**src/rtl/cpu_sequencer.sv**
```systemverilog
// cpu_sequencer: multi-cycle FETCH/DECODE/OPERAND/EXECUTE sequencer for an
// 8-bit accumulator CPU with combinational program memory and external ALU.
// Optional build macro SEQ_SINGLE_STEP_EN adds a `step` input and a PAUSE
// state entered after every EXECUTE; left undefined, EXECUTE returns to FETCH.
module cpu_sequencer #(
  parameter logic [7:0] RESET_PC = 8'h00
) (
  input  logic       clock,
  input  logic       clear,
  input  logic       clock_enable,
`ifdef SEQ_SINGLE_STEP_EN
  input  logic       step,
`endif
  input  logic [7:0] mem_data,
  input  logic       alu_zero,
  input  logic       alu_carry,
  output logic [7:0] pc,
  output logic [7:0] ir,
  output logic [7:0] operand,
  output logic       fetch,
  output logic       decode,
  output logic       execute,
  output logic [1:0] alu_op,
  output logic [1:0] acc_sel,
  output logic       acc_we,
  output logic       out_we,
  output logic       flag_z,
  output logic       flag_c,
  output logic       halted
);

  typedef enum logic [2:0] {
    S_FETCH,
    S_DECODE,
    S_OPERAND,
    S_EXECUTE,
    S_HALT
`ifdef SEQ_SINGLE_STEP_EN
    , S_PAUSE
`endif
  } state_t;

  typedef enum logic [3:0] {
    OP_LOAD   = 4'b0000,
    OP_SUB    = 4'b0001,
    OP_ADD    = 4'b0100,
    OP_INPUT  = 4'b0101,
    OP_AND    = 4'b0110,
    OP_OUTPUT = 4'b0111,
    OP_JUMP   = 4'b1000,
    OP_JCOND  = 4'b1001,
    OP_HALT   = 4'b1111
  } opcode_t;

  state_t     r_state;
  state_t     w_next;
  logic [7:0] r_pc;
  logic [7:0] r_ir;
  logic [7:0] r_operand;
  logic       r_fz;
  logic       r_fc;

  opcode_t    w_opc;
  logic       w_two_byte;
  logic       w_is_alu;
  logic       w_cond;
  logic       w_taken;

  assign w_opc      = opcode_t'(r_ir[7:4]);
  assign w_two_byte = (w_opc == OP_LOAD) || (w_opc == OP_ADD) || (w_opc == OP_SUB) ||
                      (w_opc == OP_AND)  || (w_opc == OP_JUMP) || (w_opc == OP_JCOND);
  assign w_is_alu   = (w_opc == OP_ADD) || (w_opc == OP_SUB) || (w_opc == OP_AND);
  // Conditional jumps test the registered flags, never the live ALU flags.
  assign w_cond     = r_ir[2] ? r_fc : r_fz;
  assign w_taken    = w_cond ^ r_ir[3];

  assign pc      = r_pc;
  assign ir      = r_ir;
  assign operand = r_operand;
  assign flag_z  = r_fz;
  assign flag_c  = r_fc;

  // State register: clear wins over clock_enable and every transition.
  always_ff @(posedge clock) begin
    if (clear) begin
      r_state <= S_FETCH;
    end else if (clock_enable) begin
      r_state <= w_next;
    end
  end

  // Program counter, instruction/operand latches and flags.
  always_ff @(posedge clock) begin
    if (clear) begin
      r_pc      <= RESET_PC;
      r_ir      <= '0;
      r_operand <= '0;
      r_fz      <= 1'b0;
      r_fc      <= 1'b0;
    end else if (clock_enable) begin
      case (r_state)
        S_FETCH: begin
          r_ir <= mem_data;
          r_pc <= r_pc + 8'd1;
        end
        S_OPERAND: begin
          r_operand <= mem_data;
          r_pc      <= r_pc + 8'd1;
        end
        S_EXECUTE: begin
          if (w_is_alu) begin
            r_fz <= alu_zero;
            r_fc <= alu_carry;
          end
          if ((w_opc == OP_JUMP) || ((w_opc == OP_JCOND) && w_taken)) begin
            r_pc <= r_operand;
          end
        end
        default: ;
      endcase
    end
  end

  // Next-state selection.
  always_comb begin
    w_next = r_state;
    case (r_state)
      S_FETCH:   w_next = S_DECODE;
      S_DECODE: begin
        if (w_two_byte)             w_next = S_OPERAND;
        else if (w_opc == OP_HALT)  w_next = S_HALT;
        else                        w_next = S_EXECUTE;
      end
      S_OPERAND: w_next = S_EXECUTE;
`ifdef SEQ_SINGLE_STEP_EN
      S_EXECUTE: w_next = S_PAUSE;
      S_PAUSE:   if (step) w_next = S_FETCH;
`else
      S_EXECUTE: w_next = S_FETCH;
`endif
      S_HALT:    w_next = S_HALT;
      default:   w_next = S_FETCH;
    endcase
  end

  // Phase indicators and EXECUTE-only datapath strobes.
  always_comb begin
    fetch   = (r_state == S_FETCH);
    decode  = (r_state == S_DECODE) || (r_state == S_OPERAND);
    execute = (r_state == S_EXECUTE);
    halted  = (r_state == S_HALT);
    alu_op  = 2'b00;
    acc_sel = 2'b00;
    acc_we  = 1'b0;
    out_we  = 1'b0;
    if (r_state == S_EXECUTE) begin
      case (w_opc)
        OP_LOAD:   acc_we = 1'b1;
        OP_ADD:    begin acc_we = 1'b1; acc_sel = 2'b01; alu_op = 2'b00; end
        OP_SUB:    begin acc_we = 1'b1; acc_sel = 2'b01; alu_op = 2'b01; end
        OP_AND:    begin acc_we = 1'b1; acc_sel = 2'b01; alu_op = 2'b10; end
        OP_INPUT:  begin acc_we = 1'b1; acc_sel = 2'b10; end
        OP_OUTPUT: out_we = 1'b1;
        default: ;
      endcase
    end
  end

endmodule

```
**config.mk**
```make
export PLATFORM = sky130hd
export DESIGN_NAME = cpu_sequencer
export DESIGN_NICKNAME = d
export VERILOG_FILES = /design/src/rtl/cpu_sequencer.sv
export SDC_FILE = /design/constraint.sdc
export NUM_CORES = 1
export LEC_CHECK = 0
export CAP_MARGIN = 20
export CORE_ASPECT_RATIO = 0.8
export CORE_UTILIZATION = 45
export CTS_BUF_LIST = sky130_fd_sc_hd__clkbuf_4 sky130_fd_sc_hd__clkbuf_8
export DETAILED_ROUTE_END_ITERATION = 12
export HOLD_SLACK_MARGIN = 0.03
export PLACE_DENSITY = 0.78
export SLEW_MARGIN = 20
export SYNTH_ARGS = -nofsm -noshare
export SYNTH_HDL_FRONTEND = slang
export SYNTH_SLANG_ARGS = --single-unit
```
**constraint.sdc**
```tcl
create_clock -name clock -period 1.66 [get_ports clock]
set_input_delay 0.166 -clock clock [delete_from_list [all_inputs] [get_ports clock]]
set_output_delay 0.166 -clock clock [all_outputs]
set_load 0.005 [all_outputs]
```
==> results.ini, run 1 <==
[timing]
hold_viol=0
worstMarginPinSlew_ns=0.3766
period_minus_slack_ns=1.623
relSlewSlack_pct=74.89
skew_ns=0.004636
fin_crit_sh_pct=97.77
final-max-slew-violation-count=0
fin_tns_setup_ns=0
setup_viol=0
fmax_mhz=616.2

[die]
rows=18
die_area_um2=3746
core-area_um2=3221
io_pins=49
die_h_um=54.94
start_util_pct=48.95
chipWidth_um=68.18

[routing]
drt-initial-drc-count=166
drt-vias-per-instance=5.827
route.detailed.drc=0
drt-total-wl_mm=4.872
routedWlPerCell_um=16.52
vias=1719
ant_nets=0
first_pass_iters=6

[synth]
synthArstFlopShare_pct=0
synth_top_cell_by_area=dfxtp_1
syn_inst=189
avgSynthCellArea_um2=8.341
synth-simple-area-share_pct=27.38
netlist.area_leader.share_pct=36.83
yosysUniqueCellTypes=46
synth_top_family_by_area=simple AND/OR/NAND/NOR gates
synthMuxAreaShare_pct=7.619
synth_area_um2=1577
synth_edf_count=0
synth_compound_area_share_pct=20.71
syn-num-nets=203
synth_warnings=0
synth_xor_area_share_pct=1.111
ys_ff_latch=29
synth_adder_area_share_pct=0.7937
ys.flop_type=dfxtp_1
yosys-top-cells-area=dfxtp_1 (37%), mux2i_1 (7.6%), nand2_1 (6.9%)
synth_seq_area_share_pct=36.83

[cts]
clockRootBuffer=clkbuf_8
htree_levels=2
cts_tree=built
clkTransAtPathRegs_ns=0.07
cts_buffer_depth=2
clk_latency_ns=0.28
cts_sinks=29
cts_made_buffers=5

[placed_design]
routabilityCongestion=0.8729
place_hpwl_mm=3.394
port_buffers=48

[finish]
fin_util_pct=73.39
nNetsFinal=268
drive_gt1_share_pct=21.96
multi_input_area_um2=949.7
final_common_cell=clkdlybuf4s50_1
fillCellCount=255
final_cell_mix=clkdlybuf4s50_1 (38), nand2_1 (29), dfxtp_1 (23), buf_4 (21), nor2_1 (18)
syn_to_final_growth_pct=49.92
antenna_cells=0
regArea_um2=588.1

[worst_setup_path]
critPathRequiredTime_ns=1.49
worst_path_max_delay_cell=clkdlybuf4s50_1
cpPeakStageDelay_ns=0.50
worstSetupEndpointType=primary output
arrival_ns=1.46
crit_type=flip-flop to primary output
cp-start-kind=flip-flop
path_cells=buf_4 -> clkdlybuf4s50_1
crit_path_max_fanout=7

[power_and_ir_drop]
power_density_nw_per_um2=801.3
p_leak_nw=0.9331
vdd_drop_max_v=0.0004796

[global_route]
grt_start_max_net_pins=21
grt_pass1_wl_mm=7.500
grt-ovfl-total=0
grt_pass1_vias=1608
track_usage_pct=27.98
antenna_found_initial=0

[outcome]
status=finished, final reports clean

[hold_path]
hold_path.class=flip-flop to flip-flop

[job]
drv_cap=0

-- per-layer routing --
layer | share of wire [%] | wire length, um | GRT usage, %
met2 | 47 | 2275 | 46.90
met3 | 7.9 | 385 | 6.967
met4 | 1.7 | 82 | 12.15
met5 | 0 | 0 | 0
met1 | 44 | 2128 | 34.25
-- cells in the mapped netlist, drive strengths merged, types with 2 or more instances --
master	number
nand3	2
nor3	4
nand2	29
mux2i	12
and4bb	2
nand4	3
dfxtp	29
o32ai	7
clkbuf	5
o21a	3
nor2	19
o31a	2
a21oi	17
o21ai	5
nand2b	4
nor2b	2
a211oi	2
a221oi	2
nor3b	5
inv	5
buf	7
and3	3
nor4	2
-- stage by stage --
step                power (mW)  cells  area (um^2)  hold WS (ns)  setup slack (ns)
global placement         1.092    283         2176        0.4468          -0.01767
detailed placement       1.105    283         2176        0.4524          -0.09096
floorplan               0.9295    189         1577        0.2858            0.2333
CTS                      1.893    295         2346        0.4552          -0.09301
global route             1.966    295         2364        0.4830         -0.003220
finish                   1.894    295         2364        0.4624           0.03710
-- worst max-delay path: cells and delay by family (launching register included) --
kind,cells,cell delay (ns)
buffers and inverters,2,0.70
flip-flops,1,0.48
-- timing repair --
action,CTS,global route
pin swaps,2,0
endpoints found under the setup margin,17,9
hold buffers,0,0
endpoints found under the hold margin,0,0
gates resized for setup,18,12
setup buffers,4,0
-- power breakdown --
group	switching [mW]	internal [mW]	total, mW
Combinational	0.167	0.180	0.347
Sequential	0.0402	0.728	0.768
Clock	0.291	0.488	0.778
Total	0.498	1.40	1.89
-- sequential cells by signal, indices dropped and copies added (netlist names) --
| register | flops |
|---|---|
| flag_c | 1 |
| r_state | 3 |
| flag_z | 1 |
| pc | 8 |
| operand | 8 |
| ir | 8 |
-- final timing paths --
check	endpoint	slack, ns	startpoint	cells after the start
worst max-delay path	ir[4]	0.04	ir[4]$_SDFFE_PP0P_	2
worst min-delay path	ir[1]$_SDFFE_PP0P_	0.46	ir[1]$_SDFFE_PP0P_	2
worst max register to register	pc[5]$_SDFFE_PP0P_	0.12	r_state[1]$_SDFFE_PP0P_	7
worst min register to register	ir[1]$_SDFFE_PP0P_	0.46	ir[1]$_SDFFE_PP0P_	2
-- cell families after synthesis --
group,Yosys count
compound gates,47
simple gates,81
buf+inv,17
mux,12
xor+xnor,2
flops,29
fa+ha+maj,1
-- layout make-up --
type | instances | share of cell area (%)
clock buffers | 6 | 3.494
repair buffers | 70 | 26.84
clock inverters | 2 | 1.588
well taps | 40 | 2.118
multi-input cells | 143 | 40.18
inverters | 5 | 0.8999
flip-flops and latches | 29 | 24.88
No activity file was read; power rests on OpenSTA's default activity.
==> run 2: changes to the inputs <==
Settings changed: CELL_PAD_IN_SITES_DETAIL_PLACEMENT set to 1, CELL_PAD_IN_SITES_GLOBAL_PLACEMENT set to 2, CORE_UTILIZATION 45 to 27, PLACE_DENSITY 0.78 to not set, PLACE_DENSITY_LB_ADDON set to 0.1.
==> run 2 against run 1 <==
  * Worst setup slack gained 0.042 ns
  * Maximum frequency grew 2.6%
  * Largest power group is now registers
  * Flip-flop and latch count is the same
  * Wire length grew 13%
  * Critical path depth grew 2
  * Design area grew 5.4%
  * Worst hold slack lost 0.00052 ns
  * Combinational power grew 9.5%
  * Final cell count grew 16%
==> results.ini, run 2 (synthesis results as in run 1) <==
[placed_design]
dp_slack_ns=-0.1043
place_hpwl_mm=4.138
port_buffers=48
routabilityCongestion=0.7501
dp_cells=332
placed_cell_area_um2=2331

[timing]
final-max-slew-violation-count=0
fin_crit_sh_pct=95.25
setup_viol=0
period_minus_slack_ns=1.581
fmax_mhz=632.4
skew_ns=0.001482
hold_viol=0
holdWs_ns=0.4619
worstMarginPinSlew_ns=0.3550
worst_slack_ns=0.07882
rsz0062_at_grt=true
relSlewSlack_pct=76.33

[global_route]
grt_pass1_wl_mm=8.997
grt_busiest_layer=met2
met3_usage_pct=6.265
grt-ovfl-total=0
use_met2_pct=29.77
grt_start_max_net_pins=30
grt_pass1_vias=1770
antenna_found_initial=0
track_usage_pct=19.30
met1_usage_pct=26.43

[die]
core-area_um2=5525
io_pins=49
chipWidth_um=87.43
start_util_pct=28.53
die_h_um=70.35
rows=24
die_area_um2=6150

[routing]
ant_nets=0
drt-initial-drc-count=82
drt-vias-per-instance=4.909
vias=1679
route.detailed.drc=0
first_pass_iters=4
routedWlPerCell_um=16.13
drt-total-wl_mm=5.517

[power_and_ir_drop]
p_leak_nw=0.9894
p_int_mw=1.363
pwr-share-seq_pct=40.8
switchingPower_uw=494.2
swShare_pct=26.62
comb_power_share_pct=20.5
clockPowerShare_pct=38.7
vdd_drop_max_v=0.0004074
power_density_nw_per_um2=745.4

[finish]
drive_gt1_share_pct=23.86
fin_util_pct=45.09
stdcell_area_um2=2491
multi_input_area_um2=935.9
nNetsFinal=278
syn_to_final_growth_pct=58.02
fillCellCount=673
antenna_cells=0
regArea_um2=589.3
final_cell_mix=clkdlybuf4s50_1 (39), nand2_1 (28), buf_4 (28), dfxtp_1 (24), nor2_1 (18)
final_common_cell=clkdlybuf4s50_1
instances_no_fill=342

[cts]
htree_levels=2
cts_made_buffers=5
cts_buffer_depth=2
cts_tree=built
clockRootBuffer=clkbuf_8
cts_sinks=29
clkTransAtPathRegs_ns=0.06
clk_latency_ns=0.28

[worst_setup_path]
arrival_ns=1.42
worst_path_max_delay_cell=dfxtp_4
crit_path_max_fanout=4
cp-start-kind=flip-flop
worstSetupEndpointType=primary output
path_cells=and4bb_2 -> buf_4 -> o21a_1 -> dlygate4sd2_1
path_delay_family=flip-flops
cpPeakStageDelay_ns=0.36
critPathBufInv=2
critPathRequiredTime_ns=1.49
crit_type=flip-flop to primary output

[job]
drv_cap=0

[hold_path]
hold_path.class=flip-flop to flip-flop

[outcome]
status=finished, final reports clean

run 2: through the flow:
| step | power, mW | TNS [ns] |
|---|---|---|
| detailed placement | 1.139 | -0.5582 |
| global placement | 1.133 | -0.3681 |
| CTS | 1.868 | 0 |
| floorplan | 0.9295 | 0 |
| global route | 1.962 | -0.01328 |
| finish | 1.857 | 0 |
run 2: layer usage:
metal	vias to the layer above	routed length, um
li1	834	-
met1	809	2668
met2	32	2544
met3	4	262
met4	0	41
met5	-	0
run 2: power groups by stage:
stage          Sequential (mW)  Clock, mW  Combinational, mW
6_report                 0.758      0.719              0.380
5_1_grt                  0.763      0.783              0.416
4_1_cts                  0.760      0.736              0.372
3_5_place_dp             0.772          0              0.368
3_3_place_gp             0.771          0              0.362
2_1_floorplan            0.768          0              0.161
run 2: final timing paths:
check	start	cells after the start	endpoint	slack (ns)
max	r_state[2]$_SDFFE_PP0P_	4	acc_sel[0]	0.08
min	ir[1]$_SDFFE_PP0P_	2	ir[1]$_SDFFE_PP0P_	0.46
max reg2reg	r_state[1]$_SDFFE_PP0P_	8	pc[7]$_SDFFE_PP0P_	0.11
min reg2reg	ir[1]$_SDFFE_PP0P_	2	ir[1]$_SDFFE_PP0P_	0.46
run 2: area by class of cell:
class	count	area share [%]
Clock buffer	5	2.762
Multi-Input combinational cell	143	37.57
Timing Repair Buffer	80	29.83
Tap cell	78	3.918
Inverter	5	0.8538
Sequential cell	29	23.66
Clock inverter	2	1.406
run 2: timing repair:
| action | in CTS | in global routing |
|---|---|---|
| setup buffers | 1 | 2 |
| gates resized for setup | 16 | 13 |
| endpoints found under the setup margin | 10 | 17 |
| hold buffers | 0 | 0 |
| pin swaps | 1 | 3 |
run 2: tightest hold or removal path: stages (launching register included):
cell and delay, ns:
dfxtp_1 0.31, nand2_1 0.05, a21oi_1 0.05
==> run 3: changes to the inputs <==
Settings changed: CAP_MARGIN 20 to 10, PLACE_DENSITY set to 0.85, PLACE_DENSITY_LB_ADDON 0.1 to not set, SETUP_SLACK_MARGIN set to 0.02.
==> run 3 against run 2 <==
  * Maximum frequency is 1.2% lower
  * Worst hold slack got worse by 0.0082 ns
  * Global-route usage shrank 0.53 points
  * Worst setup slack worse by 0.020 ns
  * Die area did not move
  * Utilization increased by 1.0 points
  * Critical path depth decreased by 2
  * Highest routed layer unchanged
  * Count of clock-buffer cells in the layout increased by 1
  * Combinational power is 2% higher
  * Via count up 2.2%
  * Non-clock buffer count grew 1
==> results.ini, run 3 (synthesis results as in run 1) <==
[outcome]
status=finished, final reports clean

[die]
rows=24
start_util_pct=28.53
io_pins=49
die_area_um2=6150
chipWidth_um=87.43
core-area_um2=5525
die_h_um=70.35

[timing]
setup_viol=0
fin_crit_sh_pct=96.43
period_minus_slack_ns=1.601
relSlewSlack_pct=72.86
rsz0062_at_grt=true
fmax_mhz=624.7
worstMarginPinSlew_ns=0.4042
fin_tns_setup_ns=0
skew_ns=0.004204
final-max-slew-violation-count=0
hold_viol=0

[finish]
drive_gt1_share_pct=25.19
fin_util_pct=46.11
antenna_cells=0
final_cell_mix=clkdlybuf4s50_1 (38), buf_4 (30), nand2_1 (28), dfxtp_1 (24), nor2_1 (18)
final_common_cell=clkdlybuf4s50_1
multi_input_area_um2=969.7
syn_to_final_growth_pct=61.59
regArea_um2=586.8
nNetsFinal=279
fillCellCount=665
instances_no_fill=344
stdcell_area_um2=2547

[routing]
first_pass_iters=4
drt-total-wl_mm=5.351
vias=1716
route.detailed.drc=0
drt-vias-per-instance=4.988
routedWlPerCell_um=15.56
drt-initial-drc-count=84
ant_nets=0

[cts]
clockRootBuffer=clkbuf_8
clkTransAtPathRegs_ns=0.07
htree_levels=2
cts_sinks=29
cts_buffer_depth=2
holdBufCountCts=0
cts_made_buffers=5
cts_tree=built
clk_latency_ns=0.30

[power_and_ir_drop]
clockPowerShare_pct=41.3
swShare_pct=27.24
comb_power_share_pct=19.8
pwr-share-seq_pct=38.9
switchingPower_uw=532.2
p_leak_nw=0.9921
power_mw=1.954
p_int_mw=1.422
vdd_drop_max_v=0.0003211
power_density_nw_per_um2=767.1

[worst_setup_path]
r2r_cells=6
r2r-end=pc[1]$_SDFFE_PP0P_
path_cells=buf_4 -> clkdlybuf4s50_1
critPathRequiredTime_ns=1.49
reg2reg_slack_ns=0.11
crit_path_max_fanout=7
cp-start-kind=flip-flop
arrival_ns=1.43
crit_type=flip-flop to primary output
worstSetupEndpointType=primary output
worstReg2RegStart=r_state[1]$_SDFFE_PP0P_
cpPeakStageDelay_ns=0.51
worst_path_max_delay_cell=clkdlybuf4s50_1

[hold_path]
hold_path_end=ir[1]$_SDFFE_PP0P_
min_path_cells=3
min_from=mem_data[1]
hold_path.class=input pin to flip-flop

[placed_design]
placed_cell_area_um2=2351
dp_cells=333
port_buffers=48
routabilityCongestion=0.7831
place_hpwl_mm=3.943

[global_route]
grt_start_max_net_pins=14
grt-ovfl-total=0
grt_pass1_wl_mm=8.694
track_usage_pct=18.77
antenna_found_initial=0
grt_pass1_vias=1682

[job]
drv_cap=0

[run 3: through the flow]
step,setup slack [ns],hold slack (ns)
final,0.05930,0.4537
after CTS,0.01903,0.4594
after global placement,-0.1069,0.4506
after global routing,-0.001447,0.4636
after floorplan,0.2333,0.2858
after detailed placement,-0.1833,0.4596
[run 3: metal layers]
layer / part of all wire, % / wire, um / GRT usage [%] / vias up
met4: 1.9 / 101 / 7.650 / 0
met1: 48 / 2572 / 25.40 / 842
met2: 46 / 2483 / 29.25 / 33
met3: 3.6 / 195 / 3.310 / 8
met5: 0 / 0 / 0 / -
li1: - / - / - / 833
[run 3: how the worst max path moves through the flow]
stage / start / end / slack (ns) / cells past startpoint
final: ir[4]$_SDFFE_PP0P_ / ir[4] / 0.06 / 2
after global routing: ir[4]$_SDFFE_PP0P_ / ir[4] / -0.001 / 2
after CTS: ir[5]$_SDFFE_PP0P_ / ir[5] / 0.02 / 2
after detailed placement: clock_enable / pc[3]$_SDFFE_PP0P_ / -0.18 / 5
after global placement: clock_enable / ir[7]$_SDFFE_PP0P_ / -0.11 / 6
after floorplan: ir[6]$_SDFFE_PP0P_ / pc[1]$_SDFFE_PP0P_ / 0.23 / 5
[run 3: power groups by stage]
stage / logic, mW / registers [mW] / clock network [mW]
after global routing: 0.423 / 0.765 / 0.833
after detailed placement: 0.376 / 0.772 / 0
final: 0.387 / 0.760 / 0.807
after floorplan: 0.161 / 0.768 / 0
after global placement: 0.371 / 0.771 / 0
after CTS: 0.385 / 0.759 / 0.807
[run 3: critical path, delay by kind of cell, from the launching register on]
family | cells | cell delay [ns]
buffers and inverters | 2 | 0.70
DFF | 1 | 0.44
[run 3: final cells by class]
type | instances | share of cell area, %
Clock buffer | 6 | 3.242
Clock inverter | 2 | 1.473
Sequential cell | 29 | 23.04
Tap cell | 78 | 3.831
Timing Repair Buffer | 81 | 29.52
Multi-Input combinational cell | 143 | 38.06
Inverter | 5 | 0.8350
[run 3: repair_timing]
action                                 4_1_cts  5_1_grt
setup endpoints to repair                   18        4
endpoints found under the hold margin        0        0
pin swaps                                    2        0
gates resized for setup                     24        7
buffers inserted                             3        0
==> RTL edit, RTL diff (config.mk and constraints of run 1) <==
Build with the macro `SEQ_SINGLE_STEP_EN` defined.
--- a/src/rtl/cpu_sequencer.sv
+++ b/src/rtl/cpu_sequencer.sv
@@ -4,2 +4,4 @@
 // state entered after every EXECUTE; left undefined, EXECUTE returns to FETCH.
+`define SEQ_SINGLE_STEP_EN
+
 module cpu_sequencer #(
Interface: changed (added step); port bits go from 49 to 50. The function was not compared with the original's and may differ.
==> RTL edit against run 1 <==
Sequential cell count unchanged. Sequential power up 0.5%. Count of clock-buffer cells in the layout unchanged. Area after synthesis down 5.0%. Clock skew down 1.4 ps. Setup slack worse by 9.9 ps. Critical path type is now flop to flop. Cell count up 3.4%. Total power up 0.55%. Synthesized cell count up 1.6%. Wire length down 11%. Combinational power up 8.1%. Final area down 0.26%.
==> RTL edit: results (changes against run 1) <==
INFO  metric clk-insertion-delay-late = 270 ps
INFO  metric cts_inserted_buffers = 5 (unchanged)
INFO  metric power.static_leakage = 0.0009586 µW (+2.7%)
INFO  metric hpwl = 3029 µm (-11%)
INFO  metric cts_root_buffer = clkbuf_8
INFO  metric p_int = 1431 µW (+2.5%)
INFO  metric synth_area_per_cell = 7.800 µm² (-6.5%)
INFO  metric number_of_cells_after_detailed_placement = 292 (+3.2%)
INFO  metric ctsLongestPathBuffers = 2 (unchanged)
INFO  metric mappedNetlistNets = 207 (+2.0%)
INFO  metric drive_gt1_frac = 0.2302 (+0.01058)
INFO  metric top_cells_by_instance_count_after_synthesis = nand2_1 (40), dfxtp_1 (29), a21oi_1 (23)
INFO  metric clock_skew = 3.239 ps (-1.397 ps)
INFO  metric wire_length_of_the_first_global_routing_pass = 6637 µm (-12%)
INFO  metric reg2reg_to = pc[1]
INFO  metric synthArstFlopShare = 0 (unchanged)
INFO  metric fin_cells = 305 (+3.4%)
INFO  metric vias_per_cell = 5.426 (-6.9%)
INFO  metric vdd_ir_drop_max = 0.0006706 V (+40%)
INFO  metric reg2regPathDepth = 6 (-1)
INFO  metric timing.hold.worst_endpoint = ir[1]
INFO  metric yosys-top-cells-area = dfxtp_1 (39%), nand2_1 (10%), a21oi_1 (7.7%), buf_2 (3.3%), mux2i_1 (2.7%)
INFO  metric finish.net_count = 279 (+4.1%)
INFO  metric routabilityCongestion = 0.8311 (-4.8%)
INFO  metric dr.first_iter.drc_count = 113 (-32%)
INFO  metric htreeDepth = 2 (unchanged)
INFO  metric critical_path.max_fanout = 6 (-1)
INFO  metric hold_path_class = flop to flop
INFO  metric drt-pass1-iter-count = 4 (-2)
INFO  metric antennaDiodeCount = 0 (unchanged)
INFO  metric worst_slew_pin_slew = 318.3 ps (-58.32 ps)
INFO  metric yosys_warning_total = 0 (unchanged)
INFO  metric clkTransAtPathRegs = 60 ps
INFO  metric final_layout_fill_cell_count = 258 (+1.2%)
INFO  metric grt_util_all_layers = 0.2548 (-0.02494)
INFO  metric worst_hold_path_cells = 2 (unchanged)
INFO  metric timing.final.hold_violations = 0 (unchanged)
INFO  metric detailed_place.area = 2161 µm² (-0.69%)
INFO  metric timing.rr.start = r_state[2]
INFO  metric wl_per_cell = 14.16 µm (-14%)
INFO  metric first_global_vias = 1430 (-11%)
INFO  metric synth-seq-area-share = 0.3876 (+0.01938)
INFO  metric number_of_antenna_violations_at_the_first_check_in_global_routing = 0 (unchanged)
INFO  metric synth_unique_cells = 43 (-6.5%)
INFO  metric grt_start_max_net_pins = 21 (unchanged)
INFO  metric utilization_after_layout = 0.7530 (+0.01912)
INFO  metric hold_path.startpoint = ir[1]
INFO  metric outcome = completed
INFO  metric synth-main-ff-cell = dfxtp_1
INFO  metric setup.reg_to_reg.worst_slack = 30 ps (-90 ps)
INFO  metric numPortBuffers = 49 (+2.1%)
[RTL edit: cell types whose count changed in the layout (fill, tap and decap cells not counted), moves of 3 or more]
cell     delta
o22ai_1     +4
buf_4       +7
nor2_1     -10
a21oi_1     +6
a31oi_1     +3
and3_1      -3
nand3_1     +3
o32ai_1     -7
nand2_1    +11
mux2i_1     -7
nor4_1      +3
[RTL edit: repair_timing]
action,4_1_cts,5_1_grt
buffers inserted,5,0
gates resized for setup,19,10
pin swaps,2,2
setup endpoints to repair,10,15
[RTL edit: worst max-delay path, cell delays in order (launching register included)]
cell and delay [ps]:
dfxtp_4 360, buf_4 140, nor2b_1 140, and4b_1 370, buf_4 170, a211oi_1 80
a211oi_1 280
[RTL edit: cells by family after synthesis]
logic type,count (synthesis),share of synthesized area
muxes,5,0.03676
AOI/OAI and AO/OA,54,0.2281
DFF,29,0.3876
adders and majority gates,1,0.008353
buffers and inverters,20,0.05848
and+or+nand+nor,83,0.2807
[RTL edit: cell type report]
| type | instances | share of cell area |
|---|---|---|
| Clock buffer | 6 | 0.03503 |
| Clock inverter | 2 | 0.01592 |
| Inverter | 6 | 0.009554 |
| Multi-Input combinational cell | 143 | 0.3636 |
| Sequential cell | 29 | 0.2511 |
| Tap cell | 40 | 0.02123 |
| Timing Repair Buffer | 79 | 0.3036 |
[RTL edit: how the worst max path moves through the flow]
stage                            start         end  cells after the start
after floorplan                  ir[2]       pc[0]                      4
after global placement    clock_enable       pc[0]                      5
after detailed placement  clock_enable       pc[0]                      5
after CTS                   r_state[0]   alu_op[1]                      5
after global routing        r_state[2]  acc_sel[1]                      4
final                       r_state[2]       pc[1]                      6
[RTL edit: layer usage]
metal / up-vias / GRT usage / part of all wire
li1: 824 / - / -
met1: 758 / 0.3428 / 0.46
met2: 67 / 0.4099 / 0.45
met3: 6 / 0.07203 / 0.079
met4: 0 / 0.05319 / 0.0081
met5: - / 0 / 0
[RTL edit: power by group through the flow]
stage                     clock network (µW)  registers, µW  logic [µW]
after CTS                                768            773         366
after global placement                     0            782         348
after floorplan                            0            770         176
final                                    758            772         375
after global routing                     801            778         406
after detailed placement                   0            783         353
[RTL edit: per-stage QoR]
step	total power, µW	hold slack, ps	setup WS, ps
after floorplan	946.1	302.0	91.26
after global placement	1130	451.9	-109.8
after detailed placement	1136	449.4	-167.8
after CTS	1907	462.1	10.82
after global routing	1985	484.3	1.491
final	1904	462.4	27.19
